## config.mk

```make
export PLATFORM = sky130hd
export DESIGN_NAME = freq_error_meter
export DESIGN_NICKNAME = d
export VERILOG_FILES = /design/src/rtl/freq_meter_pkg.sv /design/src/rtl/freq_ch_counter.sv /design/src/rtl/freq_error_meter.sv
export SDC_FILE = /design/constraint.sdc
export NUM_CORES = 2
export LEC_CHECK = 0
export CORE_AREA = 5 5 393 395
export CTS_CLUSTER_DIAMETER = 120
export DETAILED_ROUTE_END_ITERATION = 7
export DIE_AREA = 0 0 398 400
export PLACE_DENSITY_LB_ADDON = 0.3
export SYNTH_ARGS = -nofsm -noshare
export SYNTH_HDL_FRONTEND = slang
export SYNTH_HIERARCHICAL = 1
export SYNTH_SLANG_ARGS = --single-unit
export TNS_END_PERCENT = 10
```

## constraint.sdc

```tcl
create_clock -name clk_ocxo -period 15.7 [get_ports clk_ocxo]
set_input_delay 3.14 -clock clk_ocxo [delete_from_list [all_inputs] [get_ports clk_ocxo]]
set_output_delay 3.14 -clock clk_ocxo [all_outputs]
set_load 0.05 [all_outputs]
```

## src/rtl/freq_meter_pkg.sv

```systemverilog
// Shared definitions for the gated frequency/error meter.
// Contents: FSM state encoding, channel-index width helper, error width extension.
package freq_meter_pkg;

    typedef enum logic [1:0] {
        ST_IDLE = 2'd0,
        ST_GATE = 2'd1,
        ST_HOLD = 2'd2
    } state_t;

    // Error is one bit wider than the count so the signed difference never wraps.
    localparam int unsigned ERR_EXTRA_W = 1;

    // Width of a channel index; at least one bit even for a single channel.
    function automatic int unsigned ch_idx_w(input int unsigned n);
        return (n <= 1) ? 1 : $clog2(n);
    endfunction

endpackage

```

## src/rtl/freq_ch_counter.sv

```systemverilog
// One measurement channel: saturating live event counter plus snapshot register.
// Ports:
//   clk, rst_n    clock, async active-low reset
//   clr           synchronous clear of live count, overflow and snapshot
//   cnt_en        channel is inside a gate; inc is counted
//   inc           event strobe
//   gate_end      last gate edge; live count/overflow restart from zero
//   load          copy this edge's final count/overflow into the snapshot
//   shd_cnt       snapshot count
//   shd_ovf       snapshot overflow flag
module freq_ch_counter #(
    parameter int unsigned BIT_CNT = 25
) (
    input  logic               clk,
    input  logic               rst_n,
    input  logic               clr,
    input  logic               cnt_en,
    input  logic               inc,
    input  logic               gate_end,
    input  logic               load,
    output logic [BIT_CNT-1:0] shd_cnt,
    output logic               shd_ovf
);

    localparam logic [BIT_CNT-1:0] CNT_MAX = '1;

    logic [BIT_CNT-1:0] cnt_q;
    logic [BIT_CNT-1:0] cnt_nxt;
    logic               ovf_q;
    logic               ovf_nxt;

    // Next count including this edge's event; an event arriving at full scale is lost and flagged.
    always_comb begin
        cnt_nxt = cnt_q;
        ovf_nxt = ovf_q;
        if (cnt_en && inc) begin
            if (cnt_q == CNT_MAX) begin
                ovf_nxt = 1'b1;
            end else begin
                cnt_nxt = cnt_q + 1'b1;
            end
        end
    end

    // Live counter and snapshot registers.
    always_ff @(posedge clk or negedge rst_n) begin
        if (!rst_n) begin
            cnt_q   <= '0;
            ovf_q   <= 1'b0;
            shd_cnt <= '0;
            shd_ovf <= 1'b0;
        end else if (clr) begin
            cnt_q   <= '0;
            ovf_q   <= 1'b0;
            shd_cnt <= '0;
            shd_ovf <= 1'b0;
        end else begin
            if (gate_end) begin
                cnt_q <= '0;
                ovf_q <= 1'b0;
            end else begin
                cnt_q <= cnt_nxt;
                ovf_q <= ovf_nxt;
            end
            if (load) begin
                shd_cnt <= cnt_nxt;
                shd_ovf <= ovf_nxt;
            end
        end
    end

endmodule

```

## src/rtl/freq_error_meter.sv

```systemverilog
// N-channel gated frequency meter: counts per-channel events over a gate of
// reference cycles, snapshots them and streams count/error/fault per channel.
// Ports:
//   clk_ocxo, rst        reference clock, async active-low reset
//   EN                   enable; low aborts and clears everything but the state register reset
//   mode_cont, start     gate mode (sampled at start), start request
//   ev_in                per-channel one-cycle event strobes
//   res_valid/res_ready  result stream handshake
//   res_ch, res_count    channel index and snapshot count of the current beat
//   res_error, res_fault signed count-EXPECTED and tolerance/overflow fault
//   res_ovf              channel counter saturated in that gate
//   busy, overrun        not idle; sticky dropped-snapshot flag
module freq_error_meter
    import freq_meter_pkg::*;
#(
    parameter  int unsigned N_CH        = 15,
    parameter  int unsigned BIT_CNT     = 25,
    parameter  int unsigned GATE_CYCLES = 16000000,
    parameter  int unsigned EXPECTED    = 16000000,
    parameter  int unsigned TOL         = 1,
    localparam int unsigned CH_W        = ch_idx_w(N_CH),
    localparam int unsigned ERR_W       = BIT_CNT + ERR_EXTRA_W
) (
    input  logic                    clk_ocxo,
    input  logic                    rst,
    input  logic                    EN,
    input  logic                    mode_cont,
    input  logic                    start,
    input  logic [N_CH-1:0]         ev_in,
    output logic                    res_valid,
    input  logic                    res_ready,
    output logic [CH_W-1:0]         res_ch,
    output logic [BIT_CNT-1:0]      res_count,
    output logic signed [ERR_W-1:0] res_error,
    output logic                    res_fault,
    output logic                    res_ovf,
    output logic                    busy,
    output logic                    overrun
);

    localparam int unsigned GATE_W = $clog2(GATE_CYCLES);
    localparam logic signed [ERR_W-1:0] EXP_S = ERR_W'(EXPECTED);
    localparam logic signed [ERR_W-1:0] TOL_S = ERR_W'(TOL);

    state_t              state;
    state_t              state_nxt;
    logic [GATE_W-1:0]   gate_cnt;
    logic                mode_q;
    logic                in_gate;
    logic                gate_end;
    logic                final_acc;
    logic                take;
    logic                drop;
    logic [BIT_CNT-1:0]  shd_cnt [N_CH];
    logic [N_CH-1:0]     shd_ovf;
    logic [BIT_CNT-1:0]  sel_cnt;
    logic                sel_ovf;

    assign in_gate   = EN && (state == ST_GATE);
    assign gate_end  = in_gate && (gate_cnt == GATE_W'(GATE_CYCLES - 1));
    assign final_acc = res_valid && res_ready && (res_ch == CH_W'(N_CH - 1));
    // A final beat accepted on the gate-end edge frees the shadow for the new snapshot.
    assign take      = gate_end && !(res_valid && !final_acc);
    assign drop      = gate_end && res_valid && !final_acc;

    // Per-channel counters.
    for (genvar i = 0; i < N_CH; i++) begin : g_ch
        freq_ch_counter #(
            .BIT_CNT (BIT_CNT)
        ) u_cnt (
            .clk      (clk_ocxo),
            .rst_n    (rst),
            .clr      (!EN),
            .cnt_en   (in_gate),
            .inc      (ev_in[i]),
            .gate_end (gate_end),
            .load     (take),
            .shd_cnt  (shd_cnt[i]),
            .shd_ovf  (shd_ovf[i])
        );
    end

    // Next-state logic.
    always_comb begin
        state_nxt = state;
        if (!EN) begin
            state_nxt = ST_IDLE;
        end else begin
            case (state)
                ST_IDLE: if (start)                 state_nxt = ST_GATE;
                ST_GATE: if (gate_end && !mode_q)   state_nxt = ST_HOLD;
                ST_HOLD: if (final_acc)             state_nxt = ST_IDLE;
                default:                            state_nxt = ST_IDLE;
            endcase
        end
    end

    // State register.
    always_ff @(posedge clk_ocxo or negedge rst) begin
        if (!rst) begin
            state <= ST_IDLE;
        end else begin
            state <= state_nxt;
        end
    end

    // Gate counter, drain sequencing and registered status outputs.
    always_ff @(posedge clk_ocxo or negedge rst) begin
        if (!rst) begin
            gate_cnt  <= '0;
            mode_q    <= 1'b0;
            res_valid <= 1'b0;
            res_ch    <= '0;
            busy      <= 1'b0;
            overrun   <= 1'b0;
        end else begin
            busy <= (state_nxt != ST_IDLE);
            if (!EN) begin
                gate_cnt  <= '0;
                mode_q    <= 1'b0;
                res_valid <= 1'b0;
                res_ch    <= '0;
                overrun   <= 1'b0;
            end else begin
                if ((state == ST_IDLE) && start) begin
                    gate_cnt <= '0;
                    mode_q   <= mode_cont;
                end else if (in_gate) begin
                    gate_cnt <= gate_end ? '0 : gate_cnt + 1'b1;
                end

                if (take) begin
                    res_valid <= 1'b1;
                    res_ch    <= '0;
                end else if (res_valid && res_ready) begin
                    if (final_acc) begin
                        res_valid <= 1'b0;
                        res_ch    <= '0;
                    end else begin
                        res_ch <= res_ch + 1'b1;
                    end
                end

                if (drop) begin
                    overrun <= 1'b1;
                end
            end
        end
    end

    // Result mux from the snapshot; zeroed while no beat is offered.
    always_comb begin
        sel_cnt = '0;
        sel_ovf = 1'b0;
        for (int i = 0; i < N_CH; i++) begin
            if (res_ch == CH_W'(i)) begin
                sel_cnt = shd_cnt[i];
                sel_ovf = shd_ovf[i];
            end
        end
        res_count = res_valid ? sel_cnt : '0;
        res_ovf   = res_valid && sel_ovf;
        res_error = res_valid ? ($signed({1'b0, sel_cnt}) - EXP_S) : '0;
        res_fault = res_valid && (sel_ovf || (res_error > TOL_S) || (res_error < -TOL_S));
    end

endmodule

```

==> impl_results.html <==
<table>
<tr><th>Metric</th><th>Value</th></tr>
<tr><th colspan="2">Synthesis</th></tr>
<tr><td>Post-synth top flop</td><td>dfrtp_1</td></tr>
<tr><td>Post-synth cell types</td><td>around 110</td></tr>
<tr><td>Yosys Warn Count</td><td>6</td></tr>
<tr><td>Number of cells produced by synthesis</td><td>roughly 4700</td></tr>
<tr><td>Syn Nets</td><td>~4800</td></tr>
<tr><td>Leading area contributor after synthesis</td><td>dfrtp_1</td></tr>
<tr><td>Synth top area cells</td><td>dfrtp_1 (44%), nor2_1 (6.0%), a311oi_2 (4.4%)</td></tr>
<tr><td>Share of async-settable or async-resettable flops after synthesis</td><td>1.00</td></tr>
<tr><td>Syn_area_per_cell</td><td>9.80 um2</td></tr>
<tr><td>Number of flops mapped to enable cells by yosys</td><td>0</td></tr>
<tr><td>Post-synthesis sequential area ratio</td><td>0.441</td></tr>
<tr><td>Register bit count reported by yosys</td><td>a little over 800</td></tr>
<tr><td>Count leader, synth</td><td>dfrtp_1</td></tr>
<tr><td>Most used standard cells in the synthesized netlist</td><td>dfrtp_1 (814), nor2_1 (737), a21oi_1 (365)</td></tr>
<tr><td>Cell area after synthesis</td><td>between 40000 and 50000 um2</td></tr>
<tr><td>Top cell type's share of synthesized area</td><td>0.441</td></tr>
<tr><th colspan="2">Clock tree</th></tr>
<tr><td>Maximum clock path buffer count</td><td>3</td></tr>
<tr><td>Root buffer cell</td><td>clkbuf_16</td></tr>
<tr><td>Post-cts gate resize count</td><td>0</td></tr>
<tr><td>Clock tree from TritonCTS</td><td>done</td></tr>
<tr><td>Number of H-tree levels</td><td>3</td></tr>
<tr><td>CTS Buf Count</td><td>89</td></tr>
<tr><td>Clock latency reported for the late side of the worst-skew pair</td><td>approximately 700 ps</td></tr>
<tr><td>Clk slew on worst S/H paths</td><td>60 ps</td></tr>
<tr><td>Clock Sinks</td><td>between 800 and 900</td></tr>
<tr><td>Number of hold buffers added after CTS</td><td>0</td></tr>
<tr><td>Number of buffers inserted by post-CTS setup repair</td><td>0</td></tr>
<tr><th colspan="2">Power</th></tr>
<tr><td>Worst vdd rail ir drop</td><td>just over 80 uV</td></tr>
<tr><td>Power density over cell area</td><td>roughly 90 nW/um2</td></tr>
<tr><td>Combinational group share of total power</td><td>0.027</td></tr>
<tr><td>Sequential power share</td><td>0.468</td></tr>
<tr><td>Design internal power</td><td>between 0.003 and 0.004 W</td></tr>
<tr><td>Sw Pwr</td><td>around 0.001 W</td></tr>
<tr><td>Share of total power consumed by net switching</td><td>0.226</td></tr>
<tr><td>Overall power after layout</td><td>~0.0045 W</td></tr>
<tr><td>Relative contribution of the clock network to total power</td><td>0.505</td></tr>
<tr><td>Leakage power of the design</td><td>about 19 nW</td></tr>
<tr><th colspan="2">Finish</th></tr>
<tr><td>Area of all sequential standard cells</td><td>just over 20000 um2</td></tr>
<tr><td>Count of placed standard cells in the final layout, fillers left out</td><td>6664</td></tr>
<tr><td>Number of fillers in the final layout</td><td>approximately 15000</td></tr>
<tr><td>Area growth from synthesis to layout</td><td>8.31%</td></tr>
<tr><td>Final layout net count</td><td>between 4000 and 5000</td></tr>
<tr><td>Footprint of the multi-input gates</td><td>between 20000 and 25000 um2</td></tr>
<tr><td>Final core area utilization</td><td>0.332</td></tr>
<tr><td>Share of cells above drive strength 1</td><td>0.142</td></tr>
<tr><th colspan="2">Min path</th></tr>
<tr><td>Class of the worst hold path</td><td>reg2reg</td></tr>
<tr><td>Hold path start</td><td>g_ch[3].u_cnt/ovf_q</td></tr>
<tr><td>Min-Delay Path Depth</td><td>2</td></tr>
<tr><td>Worst hold endpoint</td><td>g_ch[3].u_cnt/ovf_q</td></tr>
<tr><th colspan="2">Floorplanning</th></tr>
<tr><td>Starting utilization of the core area</td><td>0.306</td></tr>
<tr><td>Floorplan die area</td><td>about 160000 um2</td></tr>
<tr><td>Overall die width</td><td>398 um</td></tr>
<tr><td>Die height</td><td>400 um</td></tr>
<tr><td>Num rows</td><td>around 140</td></tr>
<tr><td>Total I/O pin count</td><td>slightly above 80</td></tr>
<tr><td>Standard cell core area</td><td>151000 um2</td></tr>
<tr><th colspan="2">Global route</th></tr>
<tr><td>Number of global-route vias before repair</td><td>35500</td></tr>
<tr><td>Number of antenna violations at the first check in global routing</td><td>10</td></tr>
<tr><td>Total track usage</td><td>0.192</td></tr>
<tr><td>Global route total overflow</td><td>0</td></tr>
<tr><td>Pin count of the biggest net entering global routing</td><td>~210</td></tr>
<tr><td>First-pass GRT wire length</td><td>between 200000 and 250000 um</td></tr>
<tr><th colspan="2">Timing</th></tr>
<tr><td>Period utilisation layout</td><td>0.632</td></tr>
<tr><td>Number of endpoints failing setup at the final stage</td><td>0</td></tr>
<tr><td>Fin Clk Skew</td><td>between 20 and 25 ps</td></tr>
<tr><td>Unrepaired setup endpoints after global routing</td><td>no</td></tr>
<tr><td>Maximum operating frequency</td><td>approximately 0.1 GHz</td></tr>
<tr><td>Final count of hold timing violations</td><td>0</td></tr>
<tr><td>Final critical delay including setup and external delays</td><td>~9900 ps</td></tr>
<tr><td>Fin. max-slew vios</td><td>0</td></tr>
<tr><td>Worst slew margin relative to its limit</td><td>0.143</td></tr>
<tr><td>Worst setup margin</td><td>slightly below 6000 ps</td></tr>
<tr><td>Worst slew pin tran</td><td>approximately 1300 ps</td></tr>
<tr><td>Aggregate negative setup slack</td><td>0 ps</td></tr>
<tr><th colspan="2">Critical path</th></tr>
<tr><td>Chain of cells forming the critical path</td><td>inv_1, ha_4, buf_4, inv_1, o221a_2, o221ai_2, a221oi_4, inv_1, ha_1, o2111ai_1, nand2_1, nand4_1, mux2i_1, a2111oi_0, and4_1, a21oi_1, clkdlybuf4s50_1</td></tr>
<tr><td>R2R Path Start</td><td>gate_cnt[3]</td></tr>
<tr><td>Cell with the most instances on the worst path</td><td>inv_1</td></tr>
<tr><td>Count of cells along the worst register-to-register path</td><td>10</td></tr>
<tr><td>Critical Path Source Type</td><td>register</td></tr>
<tr><td>Setup slack, reg-to-reg</td><td>~11000 ps</td></tr>
<tr><td>Slowest cell on the critical path</td><td>clkdlybuf4s50_1</td></tr>
<tr><td>Capturing element type of the critical path</td><td>output port</td></tr>
<tr><td>Max Fanout on Critical Path</td><td>81</td></tr>
<tr><td>Arr. time, crit path</td><td>a little under 7000 ps</td></tr>
<tr><td>Class of the most critical setup path</td><td>reg2out</td></tr>
<tr><td>Longest individual stage delay on the worst path</td><td>roughly 910 ps</td></tr>
<tr><td>Critical path data required time</td><td>12560 ps</td></tr>
<tr><td>End of the worst register-to-register path</td><td>g_ch[0].u_cnt/shd_cnt[10]</td></tr>
<tr><th colspan="2">Detailed routing</th></tr>
<tr><td>Routed via count divided by cell count</td><td>5.67</td></tr>
<tr><td>Number of DRC markers after the initial detailed-route iteration</td><td>between 3000 and 4000</td></tr>
<tr><td>Total Wirelength</td><td>~160000 um</td></tr>
<tr><td>Detailed Routing Iterations Pass 1</td><td>6</td></tr>
<tr><td>Via Count</td><td>roughly 38000</td></tr>
<tr><td>ANT nets after route</td><td>0</td></tr>
<tr><td>Average detailed-routed wire length per instance</td><td>between 20 and 25 um</td></tr>
<tr><td>Remaining routing DRC violations</td><td>0</td></tr>
<tr><th colspan="2">Placed design</th></tr>
<tr><td>Placed cells</td><td>6503</td></tr>
<tr><td>Total half-perimeter wirelength after legalization and detailed placement</td><td>around 110000 um</td></tr>
<tr><td>Place WS</td><td>approximately 6600 ps</td></tr>
<tr><td>Port-buffer cells</td><td>80</td></tr>
<tr><td>Routability cong.</td><td>between 1 and 1.5</td></tr>
<tr><th colspan="2">Outcome</th></tr>
<tr><td>Status</td><td>finished, final reports clean</td></tr>
<tr><th colspan="2">Job</th></tr>
<tr><td>Max Cap Viol</td><td>0</td></tr>
</table>
==> worst max-delay path by stage <==
stage / endpoint / depth (start not counted) / startpoint / slack, ps
after CTS: res_fault / 17 / res_ch[1] / 5790
after floorplan: res_fault / 15 / res_ch[0] / 7420
after global routing: res_fault / 17 / res_ch[1] / 5500
final: res_fault / 17 / res_ch[1] / 5780
after detailed placement: res_fault / 17 / res_ch[1] / 6580
after global placement: res_fault / 17 / res_ch[0] / 6680
==> critical path: cells and delay by family, from the launching register on <==
family	cells	cell delay, ps
adders and majority gates	2	450
DFF	1	480
AOI/OAI and AO/OA	6	1700
buffers and inverters	5	2420
and+or+nand+nor	3	630
muxes	1	300
==> power by group through the flow <==
stage / logic [W] / clock network (W) / registers (W)
2_1_floorplan: 0.0000558 / 0 / 0.00214
3_3_place_gp: 0.000126 / 0 / 0.00214
6_report: 0.000122 / 0.00227 / 0.00210
4_1_cts: 0.000126 / 0.00232 / 0.00210
5_1_grt: 0.000137 / 0.00241 / 0.00210
3_5_place_dp: 0.000126 / 0 / 0.00214
==> placed cells by master (no fill, tap or decap), drive strengths merged, types with 40 or more instances in the layout <==
| cell type | n |
|---|---|
| nand4 | 175 |
| a211oi | 244 |
| a21oi | 368 |
| buf | 40 |
| nor2 | 739 |
| or3 | 186 |
| and2 | 91 |
| nor3 | 45 |
| and3 | 158 |
| nor4 | 54 |
| dfrtp | 814 |
| a311oi | 186 |
| nand3 | 188 |
| o21ai | 231 |
| clkbuf | 120 |
| clkdlybuf4s50 | 79 |
| xnor2 | 159 |
| and4 | 62 |
| nand2 | 152 |
==> final cells by class <==
| cell class | count | area share |
|---|---|---|
| multi-input combinational | 3504 | 0.454 |
| sequential | 814 | 0.407 |
| tap | 2030 | 0.0507 |
| clock buffer | 120 | 0.0504 |
| timing repair buffer | 119 | 0.0234 |
| clock inverter | 39 | 0.0117 |
| inverter | 36 | 0.00300 |
| antenna | 2 | 0.000100 |
==> sequential cells by signal, summed over array words and instances (netlist names) <==
| name | flops |
|---|---|
| g_ch.u_cnt/cnt_q | 375 |
| g_ch.u_cnt/shd_cnt | 375 |
| gate_cnt | 24 |
| g_ch.u_cnt/ovf_q | 15 |
| g_ch.u_cnt/shd_ovf | 15 |
| res_ch | 4 |
| state | 2 |
| busy | 1 |
| mode_q | 1 |
| overrun | 1 |
| res_valid | 1 |
==> per-layer routing <==
metal | part of all wire | vias to the layer above | GRT usage
li1 | - | 17300 | -
met1 | 0.47 | 19000 | 0.284
met2 | 0.42 | 1216 | 0.276
met3 | 0.072 | 260 | 0.0376
met4 | 0.039 | 4 | 0.0722
met5 | 0.00017 | - | 0
==> cells by family after synthesis <==
logic type               synth area share
buffers and inverters              0.0687
XOR/XNOR                           0.0362
AO/OA/AOI/OAI                       0.212
multiplexers                      0.00368
flip-flops                          0.441
AND/OR/NAND/NOR                     0.233
adder cells (fa/ha/maj)           0.00568
==> per-stage QoR <==
| step | area (um2) | hold WS [ps] |
|---|---|---|
| finish | 50100 | 482 |
| global route | 50100 | 490 |
| CTS | 50100 | 484 |
| detailed placement | 47000 | 472 |
| global placement | 47000 | 465 |
| floorplan | 46200 | 450 |
No activity file was read; power rests on OpenSTA's default activity.
